--- src/rtl/cpu_pkg.sv ---
// Shared definitions for the SimpleCPU front end: fetch FSM states,
// instruction opcodes and basic instruction/PC constants.
package cpu_pkg;

   // Fetch sequencer states
   typedef enum logic [1:0] {
      START = 2'd0,
      FETCH = 2'd1,
      ISSUE = 2'd2,
      HALT  = 2'd3
   } fetch_state_t;

   localparam int INSTR_WIDTH = 32;
   localparam int PC_STEP     = 4;

   // Opcodes carried in instruction[31:26]
   localparam logic [5:0] OP_ADD  = 6'b000000;
   localparam logic [5:0] OP_SUB  = 6'b000001;
   localparam logic [5:0] OP_ORI  = 6'b010000;
   localparam logic [5:0] OP_AND  = 6'b010001;
   localparam logic [5:0] OP_OR   = 6'b010010;
   localparam logic [5:0] OP_MOVE = 6'b100000;
   localparam logic [5:0] OP_SW   = 6'b100110;
   localparam logic [5:0] OP_LW   = 6'b100111;
   localparam logic [5:0] OP_BEQ  = 6'b110000;
   localparam logic [5:0] OP_HALT = 6'b111111;

endpackage

--- src/rtl/pc_next.sv ---
// Next-PC calculator: sequential PC+4, or the beq target
// PC+4+(sext(offset)<<2). Purely combinational; arithmetic wraps silently.
module pc_next
   import cpu_pkg::*;
#(
   parameter int PC_WIDTH = 32
) (
   input  logic [PC_WIDTH-1:0] pc,
   input  logic [15:0]         offset,
   input  logic                PCSrc,
   output logic [PC_WIDTH-1:0] next_pc
);

   logic [PC_WIDTH-1:0] seq_pc;
   logic [PC_WIDTH-1:0] offset_ext;
   logic [PC_WIDTH-1:0] offset_bytes;

   // Sign-extend to full PC width first so the shift keeps the sign for backward branches
   always_comb begin
      seq_pc       = pc + PC_WIDTH'(PC_STEP);
      offset_ext   = {{(PC_WIDTH-16){offset[15]}}, offset};
      offset_bytes = offset_ext << 2;
      next_pc      = PCSrc ? (seq_pc + offset_bytes) : seq_pc;
   end

endmodule

--- src/rtl/instruction_fetch.sv ---
// Fetch stage of the single-cycle SimpleCPU: owns the PC, fetches one word per
// instruction via req/ack, holds it in the instruction register and applies the
// control unit's PCWre/PCSrc decision. All outputs come from registers or state.
module instruction_fetch
   import cpu_pkg::*;
#(
   parameter int                  PC_WIDTH = 32,
   parameter logic [PC_WIDTH-1:0] RESET_PC = '0
) (
   input  logic                   clk,
   input  logic                   rst_n,
   input  logic                   PCWre,
   input  logic                   PCSrc,
   output logic                   imemReq,
   output logic [PC_WIDTH-1:0]    imemAddr,
   input  logic                   imemAck,
   input  logic [INSTR_WIDTH-1:0] imemData,
   output logic [INSTR_WIDTH-1:0] instruction,
   output logic [5:0]             operationCode,
   output logic                   insValid,
   output logic [PC_WIDTH-1:0]    pc,
   output logic                   halted
);

   fetch_state_t            state_reg;
   fetch_state_t            state_next;
   logic [PC_WIDTH-1:0]     pc_reg;
   logic [PC_WIDTH-1:0]     pc_target;
   logic [INSTR_WIDTH-1:0]  instr_reg;
   logic                    halted_reg;

   pc_next #(
      .PC_WIDTH(PC_WIDTH)
   ) u_pc_next (
      .pc      (pc_reg),
      .offset  (instr_reg[15:0]),
      .PCSrc   (PCSrc),
      .next_pc (pc_target)
   );

   // State register, PC, instruction register and sticky halt flag
   always_ff @(posedge clk) begin
      if (!rst_n) begin
         state_reg  <= START;
         pc_reg     <= RESET_PC;
         instr_reg  <= '0;
         halted_reg <= 1'b0;
      end else begin
         state_reg <= state_next;
         if (state_reg == FETCH && imemAck) begin
            instr_reg <= imemData;
         end
         if (state_reg == ISSUE) begin
            if (PCWre) begin
               pc_reg <= pc_target;
            end else begin
               halted_reg <= 1'b1;
            end
         end
      end
   end

   // Next-state logic; the control unit inputs only matter during ISSUE
   always_comb begin
      state_next = state_reg;
      case (state_reg)
         START:   state_next = FETCH;
         FETCH:   state_next = imemAck ? ISSUE : FETCH;
         ISSUE:   state_next = PCWre ? FETCH : HALT;
         HALT:    state_next = HALT;
         default: state_next = START;
      endcase
   end

   // Outputs decoded from state or taken straight from registers
   always_comb begin
      imemReq       = (state_reg == FETCH);
      insValid      = (state_reg == ISSUE);
      imemAddr      = pc_reg;
      pc            = pc_reg;
      instruction   = instr_reg;
      operationCode = instr_reg[31:26];
      halted        = halted_reg;
   end

endmodule

--- config.mk ---
export PLATFORM = sky130hd
export DESIGN_NAME = instruction_fetch
export DESIGN_NICKNAME = d
export VERILOG_FILES = /design/src/rtl/cpu_pkg.sv /design/src/rtl/pc_next.sv /design/src/rtl/instruction_fetch.sv
export SDC_FILE = /design/constraint.sdc
export NUM_CORES = 1
export LEC_CHECK = 0
export CORE_UTILIZATION = 42
export CTS_CLUSTER_DIAMETER = 200
export DETAILED_ROUTE_END_ITERATION = 7
export GPL_ROUTABILITY_DRIVEN = 0
export MAX_ROUTING_LAYER = met4
export PLACE_DENSITY = 0.71
export SETUP_SLACK_MARGIN = 0.05
export SYNTH_ARGS = -nofsm -noshare
export SYNTH_HDL_FRONTEND = slang
export SYNTH_SLANG_ARGS = --single-unit
--- constraint.sdc ---
create_clock -name clk -period 5.5 [get_ports clk]
set_input_delay 1.1 -clock clk [delete_from_list [all_inputs] [get_ports clk]]
set_output_delay 1.1 -clock clk [all_outputs]
set_load 0.005 [all_outputs]
### Word-level counts from Yosys, hierarchy flattened

Index checks and enable logic that the tools add are counted.

| storage, ports and cells | value |
|---|---|
| bits in registers | 67 |
| bits of input ports | 37 |
| output and inout bits | 105 |
| logic and storage cells | 18 |

| cells by class | value |
|---|---|
| $add $sub $neg | 2 |
| equality and inequality tests | 3 |
| multiplexer cells | 4 |
| bitwise gates (word level) | 1 |
| reductions and logical operators | 4 |

Operator list:

| operator | number |
|---|---|
| adder 32 x 3 -> 32 bit (second input constant) | 1 |
| adder 32 bit | 1 |
| 2-to-1 mux 32 bit | 1 |
| one-hot mux 2 bit (4 select lines) | 1 |
| equality test 2 bit (second input constant) | 2 |
| 2-to-1 mux 2 bit | 2 |
| AND reduction 2 bit | 2 |
| equality test 2 x 1 -> 1 bit (second input constant) | 1 |
| logical NOT 2 bit | 1 |
| logical AND 1 bit | 1 |
| inverter 1 bit | 1 |

### Depth between registers and ports, before layout

Gate-level depths: netlist of the first run.

| logic depth | value |
|---|---|
| depth in word-level cells | 3 |
| mapped depth | 18 |
| mapped depth without buffers | 17 |

### Modules after synthesis

A second synthesis of the first run with hierarchy kept.

| unflattened totals | value |
|---|---|
| cell total of the unflattened synthesis | 731 |
| area total of the unflattened synthesis | 5651.7 um^2 |

By module, submodules not included:

| module | instances | cells an instance | area each (um^2) | sequential area each (um^2) |
|---|---|---|---|---|
| pc_next | 1 | 394 | 2836.5 | 0.0 |
| instruction_fetch | 1 | 337 | 2815.2 | 1341.3 |

### Least setup slack after synthesis of the first run

No wires, ideal clock.

| timing path | value |
|---|---|
| path kind | reg-to-reg |
| start | reg pc_reg[4], in the netlist imemAddr[4] |
| end | reg pc_reg[28], in the netlist imemAddr[28] |
| arrival | 3.334 ns |
| required time | 5.369 ns |
| setup slack | 2.035 ns |
| stages on the path, launching flop included | 19 |
| clock period less this slack | 3.465 ns |
| path through | dfxtp_1 -> and4_4 -> nand4_4 -> nor2_4 -> and4_1 -> nand2_1 -> nor2_1 -> xnor2_1 -> ha_1 -> clkbuf_1 -> inv_1 -> o21bai_1 -> a21o_1 -> a21o_1 -> a21oi_1 -> o21ai_0 -> or4_1 -> mux2i_1 -> nor3_1 |

| on the way | value |
|---|---|
| longest elaborated chain between the ends | 3 |

RTL lines:

| item | line | source |
|---|---|---|
| start, declared | instruction_fetch.sv:27 | `logic [PC_WIDTH-1:0] pc_reg;` |
| start signal, assigned | instruction_fetch.sv:55 | `pc_reg <= pc_target;` |
| adder 32 x 3 -> 32 bit * | pc_next.sv:20 | `seq_pc = pc + PC_WIDTH'(PC_STEP);` |
| adder 32 bit | pc_next.sv:23 | `next_pc = PCSrc ? (seq_pc + offset_bytes) : seq_pc;` |
| 2-to-1 mux 32 bit * | pc_next.sv:23 |  |

Every way passes the cells marked *; elsewhere a longest branch is shown, timed or not.
A chain may end at the register's enable or synchronous reset.

### Worst setup path after layout of the first run

| timing path | value |
|---|---|
| start | reg pc_reg[11], in the netlist imemAddr[11] |
| end | reg pc_reg[28], in the netlist imemAddr[28] |

Same word-level chain as after synthesis.

==> metrics, run 1 <==
Psw=roughly 0.34 mW; vias per inst=5.70; Max Slew Vio Count=0; maximum VDD drop=between 0.00015 and 0.0002 V; most common cell after layout, fill and taps aside=clkdlybuf4s50_1; share of layout cells above drive strength 1=5.15%; CTS resizes=0; RSZ-0062 raised after global routing=false; worst slew pin tran=~1.1 ns; die width=113 um; ANT cells=0; Worst R2R Path Depth=17; dpl cells=about 910; H-Tree Depth=3; CTS Buf Count=9; Post-Syn Area=5180 um^2; Comb power frac=15.3%; CP arrival=4.16 ns; Crit Path Category=reg -> reg; P&R area growth vs syn=28.4%; Internal=1.01 mW; largest net degree at the start of global routing=62; post-DP HPWL=10800 um; Worst Hold End=instruction[20]$_SDFFE_PN0P_; die area=12800 um^2; most used flip-flop cell after synthesis=dfxtp_1; nets@finish=approximately 850; flop-to-flop setup slack=1.52 ns; Root Buffer=clkbuf_16; Yosys top cell by area=dfxtp_1; Post-DRT Antenna Nets=0; final non-filler cell total=924; Final Hold Fails=0; Initial DRT Pass Iterations=5; Post-synth EDFFs=0; Lkg Pwr=between 2 and 3 nW; fmax=0.252 GHz; PortBufs=137; Yosys top cell area share=25.1%; vias=5266; Worst setup SP type=register; yosys warns=0; Hold Crit Start=instruction[20]$_SDFFE_PN0P_; Fin Clk Skew=0.00560 ns; status=completed; Min Hold Slack=0.455 ns; Tmin final=3.98 ns; worst skew pair latency=between 0.3 and 0.4 ns; core area=between 10000 and 15000 um^2; Sw Ratio=25.2%; GRT Total Usage=25.2%; Remaining Overflow, GRT=0; DRC=0; Reg clk slew, reported paths=0.06 ns; MaxCap Viol Count=0; Initial Util=43.1%; Reg2Reg Launch Point=imemAddr[11]$_SDFFE_PN0P_; Total Wirelength=15100 um; Sink Count=65; CP endpoint kind=register; first-pass GRT wire length=24900 um; most frequent cells in the layout=clkdlybuf4s50_1 (136), nand2_1 (106), a21oi_1 (92); reg-to-reg endpoint=imemAddr[28]$_SDFFE_PN0P_; Max Buffers Root-to-Sink=2; vias in the first global route=5174; period utilization=72.3%; Hold-fix buffers, CTS=0; Routed WL per cell=16.4 um; hold depth=2; FP Rows=40; slew margin rel.=a little under a quarter; largest fanout on the critical path=7; Seq pwr share=38.3%; CTS tree=built; Setup-failing EPs final=0; antenna violations before repair=0; leading post-synthesis cells by cell area=dfxtp_1 (25%), ha_1 (8.9%), a21oi_1 (8.9%); power density cells=203 nW/um^2; clock power share=46.4%; min-delay worst type=reg -> reg; post-synth cell types=68; Die H=approximately 110 um; sequential-to-total area share from yosys stat=25.1%; initial DRC count=293; Critical Path RT=around 5.7 ns; Yosys reg bits=65; fill count=1130; Post-CTS Setup Bufs=0; Syn Inst Count=roughly 690; Avg Cell Area, Syn=~7.5 um^2; async set-reset flop share out of synthesis=0%; IO Count=142; max reg flops=32; TNS Setup=0 ns
[metrics by stage]
stage | utilization [%] | worst slack [ns] | area, um^2 | power (mW)
floorplan | - | 2.03 | 5190 | 0.636
global placement | 52.7 | 1.65 | 6320 | 0.726
detailed placement | 52.7 | 1.57 | 6320 | 0.731
global route | 55.3 | 1.26 | 6650 | 1.40
finish | 55.3 | 1.52 | 6650 | 1.35
CTS | 55.3 | 1.55 | 6650 | 1.36
[metal layers]
metal / vias to the layer above / track usage, % / wire length [um]
li1: 2554 / - / -
met2: 232 / 40.5 / 7010
met5: - / - / 0
met3: 50 / 4.50 / 1010
met4: 0 / 14.2 / 503
met1: 2430 / 29.8 / 6590
[cells in the mapped netlist, drive strengths merged, types with 5 or more instances]
library cell    n
a21o           20
xor2           25
a211oi          7
nand3          20
ha             37
o21a            6
and3            7
nand4          10
a31oi           5
o21ai          31
buf            44
inv            13
nor2           58
nor3           12
clkbuf         32
xnor2          27
and2            9
dfxtp          65
nand2         107
a21oi          93
nor2b           5
[worst max path at each step]
stage | start | to | slack (ns) | cells after the start
2_1_floorplan | imemAddr[4]$_SDFFE_PN0P_ | imemAddr[28]$_SDFFE_PN0P_ | 2.03 | 18
3_3_place_gp | imemAddr[12]$_SDFFE_PN0P_ | imemAddr[28]$_SDFFE_PN0P_ | 1.65 | 17
3_5_place_dp | imemAddr[11]$_SDFFE_PN0P_ | imemAddr[28]$_SDFFE_PN0P_ | 1.57 | 17
4_1_cts | imemAddr[11]$_SDFFE_PN0P_ | imemAddr[28]$_SDFFE_PN0P_ | 1.55 | 17
5_1_grt | imemAddr[11]$_SDFFE_PN0P_ | imemAddr[28]$_SDFFE_PN0P_ | 1.26 | 17
6_report | imemAddr[11]$_SDFFE_PN0P_ | imemAddr[28]$_SDFFE_PN0P_ | 1.52 | 17
[power by group through the flow]
stage	Clock (mW)	Combinational (mW)	Sequential (mW)
final	0.626	0.206	0.516
after global routing	0.654	0.226	0.521
after detailed placement	0	0.205	0.526
after CTS	0.640	0.206	0.516
after floorplan	0	0.115	0.521
after global placement	0	0.201	0.524
[logic make-up (layout without fill, tap and decap cells)]
| kind of cell | Yosys count | in the layout | share of synthesized area, % |
|---|---|---|---|
| other | 1 | 4 | 0.0724 |
| AND/OR/NAND/NOR | 246 | 246 | 22.8 |
| multiplexers | 4 | 4 | 0.774 |
| flip-flops | 65 | 65 | 25.1 |
| AO/OA/AOI/OAI | 199 | 199 | 23.7 |
| buffers and inverters | 89 | 169 | 9.40 |
| XOR/XNOR | 52 | 52 | 8.80 |
| adder cells (fa/ha/maj) | 38 | 38 | 9.33 |
[final cells by class]
cell class	instances	area [um^2]	area share, %
inverter	13	48.8	0.734
clock buffer	11	243	3.65
tap	147	184	2.77
sequential	65	1300	19.6
clock inverter	5	78.8	1.19
timing repair buffer	140	1390	20.9
multi-input combinational	543	3400	51.2
[critical path: stages (launching register included)]
cell and delay, ns:
dfxtp_1 0.45, and2_1 0.22, nand4_1 0.22, nor2_4 0.21
and4_1 0.30, nand2_1 0.19, nor2_1 0.18, xnor2_1 0.16
ha_1 0.35, inv_1 0.12, o21bai_1 0.08, a21o_1 0.20
a21o_1 0.17, a21oi_1 0.14, o21ai_0 0.14, or4_1 0.43
mux2i_1 0.18, nor3_1 0.06
Note: power is estimated with default switching activity, not from simulation.
==> run 2, diff against run 1 <==
Settings changed: PLACE_DENSITY 0.71 to 0.74.
Clock period 5.5 ns to 3.45 ns, I/O delays scaled along.
==> metrics, run 2 (synthesis results as in run 1) <==
Final Hold Fails=0 (unchanged); H-Tree Depth=3 (unchanged); Sink Count=65 (unchanged); TNS Setup=0 ns (unchanged); power density cells=282 nW/um^2 (was 203 nW/um^2); MaxCap Viol Count=0 (unchanged); Design Power=2.15 mW (was 1.35 mW); Fin Clk Skew=0.00667 ns (was 0.00560 ns); min-delay worst type=reg -> reg (unchanged); post-DP HPWL=12300 um (was 10800 um); Root Buffer=clkbuf_16 (unchanged); met3 wire len=1250 um (was 1010 um); largest fanout on the critical path=5 (was 7); Max Slew Vio Count=0 (unchanged); met2 WL=8290 um (was 7010 um); most frequent cells in the layout=clkdlybuf4s50_1 (136), nand2_1 (101), buf_4 (83) (was clkdlybuf4s50_1 (136), nand2_1 (106), a21oi_1 (92)); CTS Buf Count=9 (unchanged); share of layout cells above drive strength 1=21.4% (was 5.15%); Min Hold Slack=0.463 ns (was 0.455 ns); maximum VDD drop=0.000296 V (was 0.000165 V); antenna violations before repair=0 (unchanged); Total Wirelength=17300 um (was 15100 um); Post-DRT Antenna Nets=0 (unchanged); first-pass GRT wire length=26800 um (was 24900 um); DP Worst Slack=-0.0535 ns (was 1.57 ns); Setup-failing EPs final=0 (unchanged); top layer in use=met4 (unchanged); Initial Util=43.1% (unchanged); Max Buffers Root-to-Sink=2 (unchanged); Worst Setup Slack, final=0.0994 ns (was 1.52 ns); P&R area growth vs syn=47.1% (was 28.4%); Internal=1.55 mW (was 1.01 mW); Lkg Pwr=3.25 nW (was 2.71 nW); nets@finish=929 (was 847); GRT Total Usage=27.0% (was 25.2%); area occupied by multi-input gates=3760 um^2 (was 3400 um^2); largest net degree at the start of global routing=61 (was 62); slowest CP cell=a221o_1 (was dfxtp_1); Comb power frac=17.9% (was 15.3%); clock power share=44.0% (was 46.4%); worst slew pin tran=0.731 ns (was 1.14 ns); vias in the first global route=5640 (was 5174); max reg flops=32 (unchanged); fin util=63.4% (was 55.3%); Worst setup SP type=register (unchanged); slew margin rel.=51.3% (was 23.9%); die area=12800 um^2 (unchanged); Reg clk slew, reported paths=0.06 ns (about the same); crit-path cells=and4_4 -> nand2_4 -> nor2_4 -> nand3_4 -> nor2_4 -> xor2_1 -> ha_1 -> a21o_1 -> a221o_1 -> a21oi_1 -> o21ai_1 -> o31a_1 -> xor2_1 -> nand2_1 -> a221oi_2 (was and2_1 -> nand4_1 -> nor2_4 -> and4_1 -> nand2_1 -> nor2_1 -> xnor2_1 -> ha_1 -> inv_1 -> o21bai_1 -> a21o_1 -> a21o_1 -> a21oi_1 -> o21ai_0 -> or4_1 -> mux2i_1 -> nor3_1); final non-filler cell total=1006 (was 924); Remaining Overflow, GRT=0 (unchanged); Sw Ratio=27.8% (was 25.2%); Hold-fix buffers, CTS=0 (unchanged); fill count=1003 (was 1130); RSZ-0062 raised after global routing=true (was false); slowest cell delay on critical path=0.36 ns (was 0.45 ns); Routed WL per cell=17.2 um (was 16.4 um); worst skew pair latency=0.34 ns (about the same); Psw=0.597 mW (was 0.340 mW); Crit Path Category=reg -> reg (unchanged); vias=5800 (was 5266); status=completed (unchanged); Initial DRT Pass Iterations=5 (unchanged); ANT cells=0 (unchanged); CP endpoint kind=register (unchanged); register area=1310 um^2 (was 1300 um^2); CP arrival=3.60 ns (was 4.16 ns); Met1 Wirelength=6980 um (was 6590 um); Critical Path RT=3.69 ns (was 5.68 ns); die width=113 um (unchanged); initial DRC count=417 (was 293); post-place instance area=6850 um^2 (was 6320 um^2); most common cell after layout, fill and taps aside=clkdlybuf4s50_1 (unchanged); CTS tree=built (unchanged); core area=12000 um^2 (unchanged); FP Rows=40 (unchanged); Die H=113 um (unchanged); dpl cells=977 (was 908); DRC=0 (unchanged); vias per inst=5.77 (was 5.70); fmax=0.298 GHz (was 0.252 GHz); IO Count=142 (unchanged); Seq pwr share=38.1% (was 38.3%); Tmin final=3.35 ns (was 3.98 ns); period utilization=97.1% (was 72.3%); PortBufs=137 (unchanged); Final Cell Area=7620 um^2 (was 6650 um^2)
run 2: cell types whose count changed in the layout (fill, tap and decap cells not counted), sizes merged:
cell,previous run,this run
clkbuf,11,9
buf,4,86
clkinvlp,0,1
clkinv,3,5
bufinv,2,1
run 2: cell type report:
type                    count  area share (%)
repair buffers            222            26.4
inverters                  13           0.641
flip-flops and latches     65            17.2
clock inverters             7            1.05
multi-input cells         543            49.3
clock buffers               9            2.96
well taps                 147            2.41
run 2: metal layers:
| metal | global-route usage [%] | up-vias |
|---|---|---|
| li1 | - | 2721 |
| met3 | 5.30 | 79 |
| met5 | - | - |
| met4 | 13.7 | 0 |
| met1 | 30.6 | 2722 |
| met2 | 45.2 | 278 |
run 2: critical path: cells and delay by family, from the launching register on:
| kind | cells | cell delay (ns) |
|---|---|---|
| adder cells (fa/ha/maj) | 1 | 0.31 |
| XOR/XNOR | 2 | 0.36 |
| flip-flops | 1 | 0.32 |
| AND/OR/NAND/NOR | 6 | 0.84 |
| AO/OA/AOI/OAI | 6 | 1.43 |
run 2: worst paths after layout:
| kind | from | end | slack (ns) | cells past startpoint |
|---|---|---|---|---|
| worst min register to register | instruction[23]$_SDFFE_PN0P_ | instruction[23]$_SDFFE_PN0P_ | 0.46 | 2 |
| worst min-delay path | instruction[23]$_SDFFE_PN0P_ | instruction[23]$_SDFFE_PN0P_ | 0.46 | 2 |
| worst max register to register | imemAddr[4]$_SDFFE_PN0P_ | imemAddr[22]$_SDFFE_PN0P_ | 0.1 | 15 |
| worst max-delay path | imemAddr[4]$_SDFFE_PN0P_ | imemAddr[22]$_SDFFE_PN0P_ | 0.1 | 15 |
run 2: power groups by stage:
| stage | Sequential, mW | Clock [mW] | Combinational, mW |
|---|---|---|---|
| after detailed placement | 0.833 | 0 | 0.364 |
| after floorplan | 0.831 | 0 | 0.183 |
| final | 0.819 | 0.946 | 0.384 |
| after CTS | 0.818 | 0.954 | 0.370 |
| after global routing | 0.824 | 0.990 | 0.416 |
| after global placement | 0.831 | 0 | 0.355 |
run 2: what timing repair did:
| action | CTS | global route |
|---|---|---|
| pin swaps | 7 | 44 |
| gates resized for setup | 17 | 61 |
| hold endpoints to repair | 0 | 0 |
| setup endpoints to repair | 9 | 13 |
| setup buffers | 3 | 10 |
==> run 3, diff against run 2 <==
Settings changed: MAX_ROUTING_LAYER met4 to unset, RECOVER_POWER set to 25.
==> metrics, run 3 (synthesis results as in run 1) <==
status=completed (unchanged); MaxCap Viol Count=0 (unchanged); nets@finish=928 (was 929); slowest CP cell=a221o_1 (unchanged); largest fanout on the critical path=5 (unchanged); Root Buffer=clkbuf_16 (unchanged); Initial DRT Pass Iterations=5 (unchanged); most frequent cells in the layout=nand2_1 (101), clkdlybuf4s50_1 (95), buf_4 (83) (was clkdlybuf4s50_1 (136), nand2_1 (101), buf_4 (83)); Psw=0.593 mW (was 0.597 mW); Crit Path Category=reg -> reg (unchanged); H-Tree Depth=3 (unchanged); max reg flops=32 (unchanged); post-place instance area=6850 um^2 (unchanged); hold depth=2 (unchanged); CTS tree=built (unchanged); initial DRC count=359 (was 417); worst slew pin tran=0.726 ns (was 0.731 ns); Design Power=2.14 mW (was 2.15 mW); RSZ-0062 raised after global routing=true (unchanged); Sink Count=65 (unchanged); maximum VDD drop=0.000295 V (was 0.000296 V); Seq pwr share=38.3% (was 38.1%); Routed WL per cell=16.9 um (was 17.2 um); period utilization=97.6% (was 97.1%); IO Count=142 (unchanged); Setup-failing EPs final=0 (unchanged); post-DP HPWL=12300 um (unchanged); FP Rows=40 (unchanged); Initial Util=43.1% (unchanged); Tmin final=3.37 ns (was 3.35 ns); Final Cell Area=7530 um^2 (was 7620 um^2); CTS Buf Count=9 (unchanged); Final Hold Fails=0 (unchanged); Post-DRT Antenna Nets=0 (unchanged); Buf/Inv on CP=0 (unchanged); share of layout cells above drive strength 1=20.6% (was 21.4%); Worst setup SP type=register (unchanged); worst skew pair latency=0.34 ns (about the same); GRT Total Usage=26.2% (was 27.0%); Comb power frac=17.4% (was 17.9%); Remaining Overflow, GRT=0 (unchanged); die area=12800 um^2 (unchanged); Sw Ratio=27.8% (about the same); family with the most delay on the worst path=compound AO/OA/AOI/OAI gates (unchanged); ANT cells=0 (unchanged); Internal=1.54 mW (was 1.55 mW); DRC=0 (unchanged); Lkg Pwr=3.35 nW (was 3.25 nW); clock power share=44.3% (was 44.0%); core area=12000 um^2 (unchanged); vias=5772 (was 5800); P&R area growth vs syn=45.5% (was 47.1%); first-pass GRT wire length=26900 um (was 26800 um); most used cell, CP=xor2_1; CP arrival=3.61 ns (was 3.60 ns); slowest cell delay on critical path=0.36 ns (about the same); largest net degree at the start of global routing=61 (unchanged); PortBufs=137 (unchanged); Min Hold Slack=0.457 ns (was 0.463 ns); min-delay worst type=reg -> reg (unchanged); vias per inst=5.74 (was 5.77); Total Wirelength=17000 um (was 17300 um); most common cell after layout, fill and taps aside=nand2_1 (was clkdlybuf4s50_1); CP endpoint kind=register (unchanged); die width=113 um (unchanged); slew margin rel.=51.6% (was 51.3%); vias in the first global route=5624 (was 5640); Reg clk slew, reported paths=0.06 ns (about the same); crit-path cells=and4_4 -> nand2_4 -> nor2_4 -> nand3_2 -> nor2_2 -> xor2_1 -> ha_1 -> a21o_1 -> a221o_1 -> a21oi_1 -> o21ai_1 -> o31a_1 -> xor2_1 -> nand2_1 -> a221oi_2 (was and4_4 -> nand2_4 -> nor2_4 -> nand3_4 -> nor2_4 -> xor2_1 -> ha_1 -> a21o_1 -> a221o_1 -> a21oi_1 -> o21ai_1 -> o31a_1 -> xor2_1 -> nand2_1 -> a221oi_2); Worst path depth=15 (unchanged); Max Buffers Root-to-Sink=2 (unchanged); Fin Clk Skew=0.00616 ns (was 0.00667 ns); Max Slew Vio Count=0 (unchanged); Die H=113 um (unchanged); antenna violations before repair=0 (unchanged); fmax=0.297 GHz (was 0.298 GHz); Hold-fix buffers, CTS=0 (unchanged); Critical Path RT=3.69 ns (about the same); Worst R2R Path Depth=15 (unchanged); power density cells=284 nW/um^2 (was 282 nW/um^2)
-- run 3: changes by cell type in the layout (fill, tap and decap cells not counted), sizes merged --
cell           delta
clkdlybuf4s50    -41
dlygate4sd3      +41
buf               -1
-- run 3: layout make-up --
| type | instances | area (um^2) |
|---|---|---|
| clock inverters | 7 | 80.1 |
| fillers | 1013 | 4480 |
| inverters | 13 | 48.8 |
| multi-input cells | 543 | 3680 |
| repair buffers | 221 | 2000 |
| flip-flops and latches | 65 | 1310 |
| well taps | 147 | 184 |
| clock buffers | 9 | 225 |
-- run 3: per-stage QoR --
stage / utilization, % / setup TNS, ns / setup WS [ns] / cells
after CTS: 60.4 / 0 / 0.0463 / 996
after floorplan: - / 0 / 0.0540 / 697
after detailed placement: 57.0 / -0.0977 / -0.0535 / 977
after global placement: 57.0 / 0 / 0.0507 / 977
after global routing: 62.7 / -0.0787 / -0.0317 / 1005
final: 62.7 / 0 / 0.0821 / 1005
-- run 3: what timing repair did --
| item | in CTS | in global routing |
|---|---|---|
| pin swaps | 7 | 42 |
| resized for setup | 17 | 50 |
| setup endpoints to repair | 9 | 13 |
| setup buffers | 3 | 9 |
-- run 3: worst paths after layout --
path                                              startpoint                      endpoint  slack (ns)
worst min-delay path            instruction[23]$_SDFFE_PN0P_  instruction[23]$_SDFFE_PN0P_        0.46
worst max-delay path                imemAddr[4]$_SDFFE_PN0P_     imemAddr[22]$_SDFFE_PN0P_        0.08
worst min register to register  instruction[23]$_SDFFE_PN0P_  instruction[23]$_SDFFE_PN0P_        0.46
worst max register to register      imemAddr[4]$_SDFFE_PN0P_     imemAddr[22]$_SDFFE_PN0P_        0.08
-- run 3: worst register-to-register path, stage by stage, from the launching register on --
cell      delay, ns
dfxtp_2        0.32
and4_4         0.28
nand2_4        0.09
nor2_4         0.12
nand3_2        0.13
nor2_2         0.14
xor2_1         0.18
ha_1           0.31
a21o_1         0.20
a221o_1        0.36
a21oi_1        0.14
o21ai_1        0.12
o31a_1         0.34
xor2_1         0.17
nand2_1        0.10
a221oi_2       0.29
-- run 3: power groups by stage --
| stage | clock network [mW] | logic, mW | registers (mW) |
|---|---|---|---|
| 3_5_place_dp | 0 | 0.364 | 0.833 |
| 4_1_cts | 0.954 | 0.370 | 0.818 |
| 3_3_place_gp | 0 | 0.355 | 0.831 |
| 6_report | 0.946 | 0.372 | 0.818 |
| 2_1_floorplan | 0 | 0.183 | 0.831 |
| 5_1_grt | 0.990 | 0.405 | 0.822 |
-- run 3: metal layers --
| layer | global-route usage [%] | vias up | routed length (um) | share of wire, % |
|---|---|---|---|---|
| met3 | 6.70 | 73 | 1340 | 7.9 |
| met2 | 45.3 | 287 | 8070 | 47 |
| met1 | 29.7 | 2693 | 6890 | 40 |
| met4 | 13.7 | 0 | 721 | 4.2 |
| met5 | 0 | - | 0 | 0 |
| li1 | - | 2719 | - | - |
